## config.mk

```make
export PLATFORM = sky130hd
export DESIGN_NAME = chacha_stream_sequencer
export DESIGN_NICKNAME = d
export VERILOG_FILES = /design/src/rtl/chacha_pkg.sv /design/src/rtl/chacha_stream_sequencer.sv
export SDC_FILE = /design/constraint.sdc
export NUM_CORES = 2
export LEC_CHECK = 0
export ABC_AREA = 1
export CORE_AREA = 10 10 427 429
export CTS_CLUSTER_DIAMETER = 150
export CTS_CLUSTER_SIZE = 16
export DETAILED_ROUTE_END_ITERATION = 10
export DIE_AREA = 0 0 437 439
export GPL_TIMING_DRIVEN = 0
export PLACE_DENSITY = 0.55
export SETUP_SLACK_MARGIN = 0.3
export SLEW_MARGIN = 20
export SYNTH_ARGS = -nofsm -noshare
export SYNTH_HDL_FRONTEND = slang
export SYNTH_SLANG_ARGS = --single-unit
```

## constraint.sdc

```tcl
create_clock -name aclk -period 2 [get_ports aclk]
set_input_delay 0.4 -clock aclk [delete_from_list [all_inputs] [get_ports aclk]]
set_output_delay 0.4 -clock aclk [all_outputs]
set_load 0.01 [all_outputs]
```

## src/rtl/chacha_pkg.sv

```systemverilog
// Shared types and constants for the ChaCha stream front-end.
package chacha_pkg;

    localparam int unsigned CHACHA_BLOCK_BITS = 512;
    localparam int unsigned WORD_BITS = 32;

    typedef enum logic [1:0] {
        StFill,
        StKick,
        StWait,
        StDrain
    } seq_state_t;

    function automatic int unsigned words_per_block(input int unsigned number_of_blocks);
        return (number_of_blocks * CHACHA_BLOCK_BITS) / WORD_BITS;
    endfunction

endpackage

```

## src/rtl/chacha_stream_sequencer.sv

```systemverilog
// Packs a 32-bit word stream into one core block, kicks the ChaCha core, and
// unpacks the crypted block back onto a 32-bit output stream.
module chacha_stream_sequencer
    import chacha_pkg::*;
#(
    parameter int unsigned NUMBER_OF_BLOCKS = 1,
    parameter int unsigned BLOCK_SIZE_BITS = NUMBER_OF_BLOCKS * CHACHA_BLOCK_BITS
) (
    input  logic                       aclk,
    input  logic                       areset,
    input  logic                       core_enable,
    input  logic [31:0]                s_tdata,
    input  logic                       s_tvalid,
    output logic                       s_tready,
    input  logic                       s_tlast,
    output logic [31:0]                m_tdata,
    output logic                       m_tvalid,
    input  logic                       m_tready,
    output logic                       m_tlast,
    output logic [BLOCK_SIZE_BITS-1:0] core_data_in,
    output logic                       core_next_block,
    input  logic [BLOCK_SIZE_BITS-1:0] core_data_out,
    input  logic                       core_data_valid,
    output logic                       busy,
    output logic [31:0]                block_count
);

    localparam int unsigned WORDS = BLOCK_SIZE_BITS / WORD_BITS;
    localparam int unsigned CW = $clog2(WORDS) + 1;
    localparam int unsigned IW = (WORDS > 1) ? $clog2(WORDS) : 1;
    localparam logic [CW-1:0] WordsC = CW'(WORDS);

    seq_state_t                      state_q;
    logic [WORDS-1:0][WORD_BITS-1:0] in_buf_q;
    logic [WORDS-1:0][WORD_BITS-1:0] out_buf_q;
    logic [CW-1:0]                   wcnt_q;
    logic [CW-1:0]                   rcnt_q;
    logic [CW-1:0]                   nvalid_q;
    logic                            last_flag_q;
    logic                            blank_q;
    logic                            s_tready_q;
    logic                            m_tvalid_q;
    logic                            m_tlast_q;
    logic [31:0]                     m_tdata_q;
    logic                            next_block_q;
    logic                            busy_q;
    logic [31:0]                     block_count_q;

    logic [CW-1:0] wcnt_inc;
    logic [CW-1:0] rcnt_inc;
    logic [CW-1:0] nvalid_m1;

    assign wcnt_inc  = wcnt_q + 1'b1;
    assign rcnt_inc  = rcnt_q + 1'b1;
    assign nvalid_m1 = nvalid_q - 1'b1;

    always_ff @(posedge aclk) begin
        if (areset) begin
            state_q       <= StFill;
            in_buf_q      <= '0;
            out_buf_q     <= '0;
            wcnt_q        <= '0;
            rcnt_q        <= '0;
            nvalid_q      <= '0;
            last_flag_q   <= 1'b0;
            blank_q       <= 1'b0;
            s_tready_q    <= 1'b0;
            m_tvalid_q    <= 1'b0;
            m_tlast_q     <= 1'b0;
            m_tdata_q     <= '0;
            next_block_q  <= 1'b0;
            busy_q        <= 1'b0;
            block_count_q <= '0;
        end else begin
            case (state_q)
                StFill: begin
                    s_tready_q <= 1'b1;
                    if (s_tvalid && s_tready_q) begin
                        in_buf_q[wcnt_q[IW-1:0]] <= s_tdata;
                        wcnt_q <= wcnt_inc;
                        busy_q <= 1'b1;
                        // Unwritten words are already zero: the buffer is cleared after each drain.
                        if (wcnt_inc == WordsC || s_tlast) begin
                            nvalid_q     <= wcnt_inc;
                            last_flag_q  <= s_tlast;
                            s_tready_q   <= 1'b0;
                            next_block_q <= core_enable;
                            state_q      <= StKick;
                        end
                    end
                end
                StKick: begin
                    // next_block_q high means the strobe is on the wire this cycle.
                    if (next_block_q) begin
                        next_block_q <= 1'b0;
                        blank_q      <= 1'b1;
                        state_q      <= StWait;
                    end else begin
                        next_block_q <= core_enable;
                    end
                end
                StWait: begin
                    if (!core_enable) begin
                        state_q <= StKick;
                    end else if (blank_q) begin
                        blank_q <= 1'b0;
                    end else if (core_data_valid) begin
                        out_buf_q  <= core_data_out;
                        rcnt_q     <= '0;
                        m_tvalid_q <= 1'b1;
                        m_tdata_q  <= core_data_out[WORD_BITS-1:0];
                        m_tlast_q  <= last_flag_q && (nvalid_q == CW'(1));
                        state_q    <= StDrain;
                    end
                end
                StDrain: begin
                    if (m_tready) begin
                        if (rcnt_q == nvalid_m1) begin
                            m_tvalid_q    <= 1'b0;
                            m_tlast_q     <= 1'b0;
                            m_tdata_q     <= '0;
                            block_count_q <= block_count_q + 32'd1;
                            wcnt_q        <= '0;
                            in_buf_q      <= '0;
                            s_tready_q    <= 1'b1;
                            busy_q        <= 1'b0;
                            state_q       <= StFill;
                        end else begin
                            rcnt_q    <= rcnt_inc;
                            m_tdata_q <= out_buf_q[rcnt_inc[IW-1:0]];
                            m_tlast_q <= last_flag_q && (rcnt_inc == nvalid_m1);
                        end
                    end
                end
                default: state_q <= StFill;
            endcase
        end
    end

    assign s_tready        = s_tready_q;
    assign m_tvalid        = m_tvalid_q;
    assign m_tlast         = m_tlast_q;
    assign m_tdata         = m_tdata_q;
    assign core_data_in    = in_buf_q;
    assign core_next_block = next_block_q;
    assign busy            = busy_q;
    assign block_count     = block_count_q;

endmodule
```

==> run summary <==
status = finished with violations
failing checks = negative setup slack
Logic pwr share = 0.187
Worst-path clk slew = 80 ps
placed cell areas = 0.0630 mm²
cells after synthesis = 6,739
gr usage total = 0.300
cell taking the most area after synthesis = dfxtp_1
Critical Path RT = 2590 ps
Critical Path Fanout Max = 8
DRT iter0 DRCs = 7,118
#FFs+latches synth = 1,112
WL final = 309,000 µm
share of layout cells above drive strength 1 = 0.131
Yosys top cell area share = 0.460
actual slew at the worst max-slew pin = 1350 ps
Root Buffer = clkbuf_16
Avg Synthesized Cell Area = 7.17 µm²
Pins Over Slew Limit = 0
initial antenna violation count = 74
syn nets = 7,299
RSZ-0062 raised after global routing = yes
Initial Utilization = 0.279
top_reg_cell synth = dfxtp_1
I/O Buffers = 1,130
CTS H-tree lvls = 3
detailed-route wire length per cell = 29.5 µm
Die Span X = 437 µm
pre-CTS WS = -2080 ps
Routed Antenna Nets = 0
crit share post-route = 1.26
final clock skew = 79.3 ps
synth unique cells = 35
CTS max path bufs = 3
sequential fraction of the synthesis area = 0.460
worst vdd ir = 0.658 mV
Worst Slack Setup Final = -520 ps
final setup vio count = 1,194
largest cells by area after synthesis = dfxtp_1, a21oi_1, nor2_1
final instance area = 0.0714 mm²
num rows = 153
Pint = 0.0329 W
sequential power share = 0.476
PnR Total Power = 0.0477 W
global-route wire length before repair = 414,000 µm
fmax = 397 MHz
Via-to-Cell Ratio = 5.43
vias = 56,900
critical path class = reg2reg
Max-Cap Viols = 0
Yosys warning total = 0
Fin. Hold Viols = 0
crit start category = flop
most frequent cells in the layout = clkdlybuf4s50_1, dfxtp_1, nor2_1
Reg2Reg Setup Slack = -520 ps
vias in the first global route = 52,400
Clock Sinks = 1,112
CTS tree = done
area grow syn2layout = 47.7%
Post-CTS Hold Fix Bufs = 0
TritonRoute pass-1 iters = 6
Post-synth EDFFs = 0
Worst EP arrival = 3110 ps
die span in y = 439 µm
grt ovf = 0
endpoint class of the critical path = flop
leading cell type in the layout, fill and taps excluded = clkdlybuf4s50_1
Hold Path Class = in2reg
Worst slew margin = 0.0986
switching portion of total power = 0.311
ys async rst share = 0
TritonCTS Buffers = 79
Ports = 1,132
Detail Placement HPWL = 241,000 µm
largest net degree at the start of global routing = 17
core box area = 0.173 mm²
Clk pwr share = 0.337
LEAKAGE = 25.0 nW
DRC = 0
Layout Nets = 8,653
Worst-Skew Late Latency = 770 ps
Period minus WS final = 2520 ps
Power Density = 668 mW/mm²
NetSw = 0.0149 W
area of the die = 0.192 mm²
Filler cells = 18,000
post-synthesis cell area = 0.0483 mm²
placer congestion estimate = 1.03
==> flip-flops by register name, summed over array words and instances (netlist names) <==
register	flops
m_tlast	1
out_buf_q	512
m_tvalid	1
busy	1
blank_q	1
core_data_in	512
s_tready	1
core_next_block	1
nvalid_q	5
m_tdata	32
wcnt_q	5
rcnt_q	5
block_count	32
state_q	2
last_flag_q	1
==> worst paths after layout <==
path,startpoint,to,cells past startpoint
min,core_data_out[199],out_buf_q[199],3
max reg2reg,rcnt_q[0],m_tdata[29],9
min reg2reg,out_buf_q[106],out_buf_q[106],2
max,rcnt_q[0],m_tdata[29],9
==> layout make-up <==
class | count | area [µm²] | share of cell area
repair buffers | 1273 | 13500 | 0.190
inverters | 345 | 1330 | 0.0186
clock inverters | 8 | 181 | 0.00254
diodes | 38 | 95.1 | 0.00133
clock buffers | 80 | 1980 | 0.0277
multi-input cells | 4617 | 24300 | 0.340
plain buffers | 665 | 4770 | 0.0669
flip-flops and latches | 1112 | 22300 | 0.313
well taps | 2325 | 2910 | 0.0407
==> per-stage QoR <==
stage	setup TNS (ps)	instances	hold WS, ps	util
global route	-335250	10500	209	0.412
floorplan	0	6739	424	-
detailed placement	-1604660	10200	439	0.363
finish	-233990	10500	217	0.412
CTS	-241540	10400	169	0.400
global placement	-1647890	10200	433	0.363
==> cells by family after synthesis <==
kind of cell	Yosys count	synth area share
AND/OR/NAND/NOR	2688	0.243
buffers and inverters	1010	0.0870
flip-flops	1112	0.460
AO/OA/AOI/OAI	1898	0.203
XOR/XNOR	22	0.00399
adder cells (fa/ha/maj)	9	0.00233
==> worst max-delay path: stages (launching register included) <==
cell and delay [ps]:
dfxtp_4 380, ha_4 270, inv_8 100, clkbuf_16 180
clkbuf_16 150, o211ai_1 180, nand3_1 190, o21ai_2 120
o211ai_1 610, a21oi_1 150
==> cell usage after synthesis, drive strengths merged (9+ instances only) <==
cell and n:
clkbuf 437, nor3 13, o211ai 124, o21ai 741, nor2 1097, dfxtp 1112, nand3 203, xor2 14
ha 9, nand4 527, nand2 831, a21oi 1028, inv 343, buf 228
==> power groups by stage <==
stage	clock (W)	combinational, W	sequential (W)
floorplan	0	0.00363	0.0232
global placement	0	0.00760	0.0232
detailed placement	0	0.00767	0.0232
CTS	0.0161	0.00831	0.0227
global route	0.0168	0.00933	0.0227
finish	0.0161	0.00894	0.0227
==> per-layer routing <==
| layer | up-vias | part of all wire | track usage | routed length [µm] |
|---|---|---|---|---|
| met5 | - | 0.00058 | 0 | 179 |
| met4 | 30 | 0.087 | 0.217 | 26900 |
| met3 | 826 | 0.085 | 0.0610 | 26300 |
| met2 | 3231 | 0.45 | 0.484 | 140000 |
| met1 | 27200 | 0.37 | 0.352 | 115000 |
| li1 | 25600 | - | - | - |
==> timing repair <==
item / CTS / global route
resized for setup: 998 / 403
gates cloned: 36 / 24
setup buffers: 59 / 24
endpoints found under the setup margin: 1692 / 1691
pin swaps: 107 / 37
Note: power is estimated with default switching activity, not from simulation.
==> variant: new RTL, same settings <==
Register the output `block_count` once more, without a reset; this adds one clock of latency there. The other outputs are not delayed to match.
--- a/src/rtl/chacha_stream_sequencer.sv
+++ b/src/rtl/chacha_stream_sequencer.sv
@@ -145,5 +145,7 @@
     assign core_next_block = next_block_q;
     assign busy            = busy_q;
-    assign block_count     = block_count_q;
+    always_ff @(posedge aclk) begin
+        block_count <= block_count_q;
+    end
 
 endmodule
Check against the original RTL: not settled (the Yosys comparison gave no result); the edit may change what the design does.
==> variant against the original RTL <==
  * The run still ends with setup timing left
  * Sequential share of layout area is 1.1 points higher
  * Clock skew down 0.027 ns
  * Setup slack gained 0.017 ns
  * Design area shrank 0.90%
  * Sequential cell count grew 32
  * Global-route usage shrank 0.56 points
  * Synthesized area increased by 1.6%
  * Die area did not move
  * Fmax up 0.67%
  * Wire length shrank 1.8%
  * Critical endpoint is now core_data_in[215]$_SDFFE_PP0P_
Power is not compared: it rests on default switching activity, and its combinational part moved more than twofold at a synthesized area within 25%.
==> variant: results <==
{
  "run_status": "complete, but fails checks",
  "violations": "setup timing",
  "synth_commonest_cells": "1144 x dfxtp_1, 1121 x nor2_1, 1065 x a21oi_1, 778 x nand2_1, 661 x o21ai_0",
  "vias": 56394,
  "grt_use_met3_pct": 7.01,
  "fin_tns_setup_ns": -327.95,
  "holdPathEnd": "out_buf_q[268]$_SDFFE_PP0P_",
  "tightestPinTransition_ns": 1.28,
  "final_core_utilization_pct": 40.8,
  "gr-usage-met2_pct": 45.4,
  "grt_pass1_vias": 51970,
  "wirelength_met1_mm": 118,
  "synthesis.area_mm2": 0.0491,
  "drtIter0Drc": 6627,
  "track_usage_pct": 29.4,
  "cts_resized": 723,
  "worst_slack_ns": -0.503,
  "slowest_delay_ns": 0.44,
  "synth_cell_types": 34,
  "dp.cells": 10243,
  "numCtsBuffers": 81,
  "multi_input_area_mm2": 0.0240,
  "arrival_ns": 3.16,
  "setup_viol": 1571,
  "synthesis.nets": 7347
}
[variant: cell types whose count changed after synthesis, moves of 7 or more]
cell | unedited run | this run
buf_2 | 184 | 165
nand3_1 | 203 | 126
o21ai_1 | 0 | 149
nand4_1 | 526 | 533
a21oi_1 | 1027 | 1065
clkbuf_1 | 437 | 454
o21ai_0 | 741 | 661
or2_2 | 6 | 31
nor2_1 | 1094 | 1121
o211ai_1 | 124 | 97
nand2_1 | 830 | 778
dfxtp_1 | 1112 | 1144
[variant: logic make-up (layout without fill, tap and decap cells)]
group | count (synthesis) | after routing | synth area share (%)
and+or+nand+nor | 2619 | 2619 | 23.4
AOI/OAI and AO/OA | 1974 | 1974 | 20.6
DFF | 1144 | 1144 | 46.6
buffers and inverters | 1013 | 2345 | 8.61
xor gates and xnor gates | 28 | 28 | 0.515
adders and majority gates | 9 | 9 | 0.229
other | 0 | 50 | 0
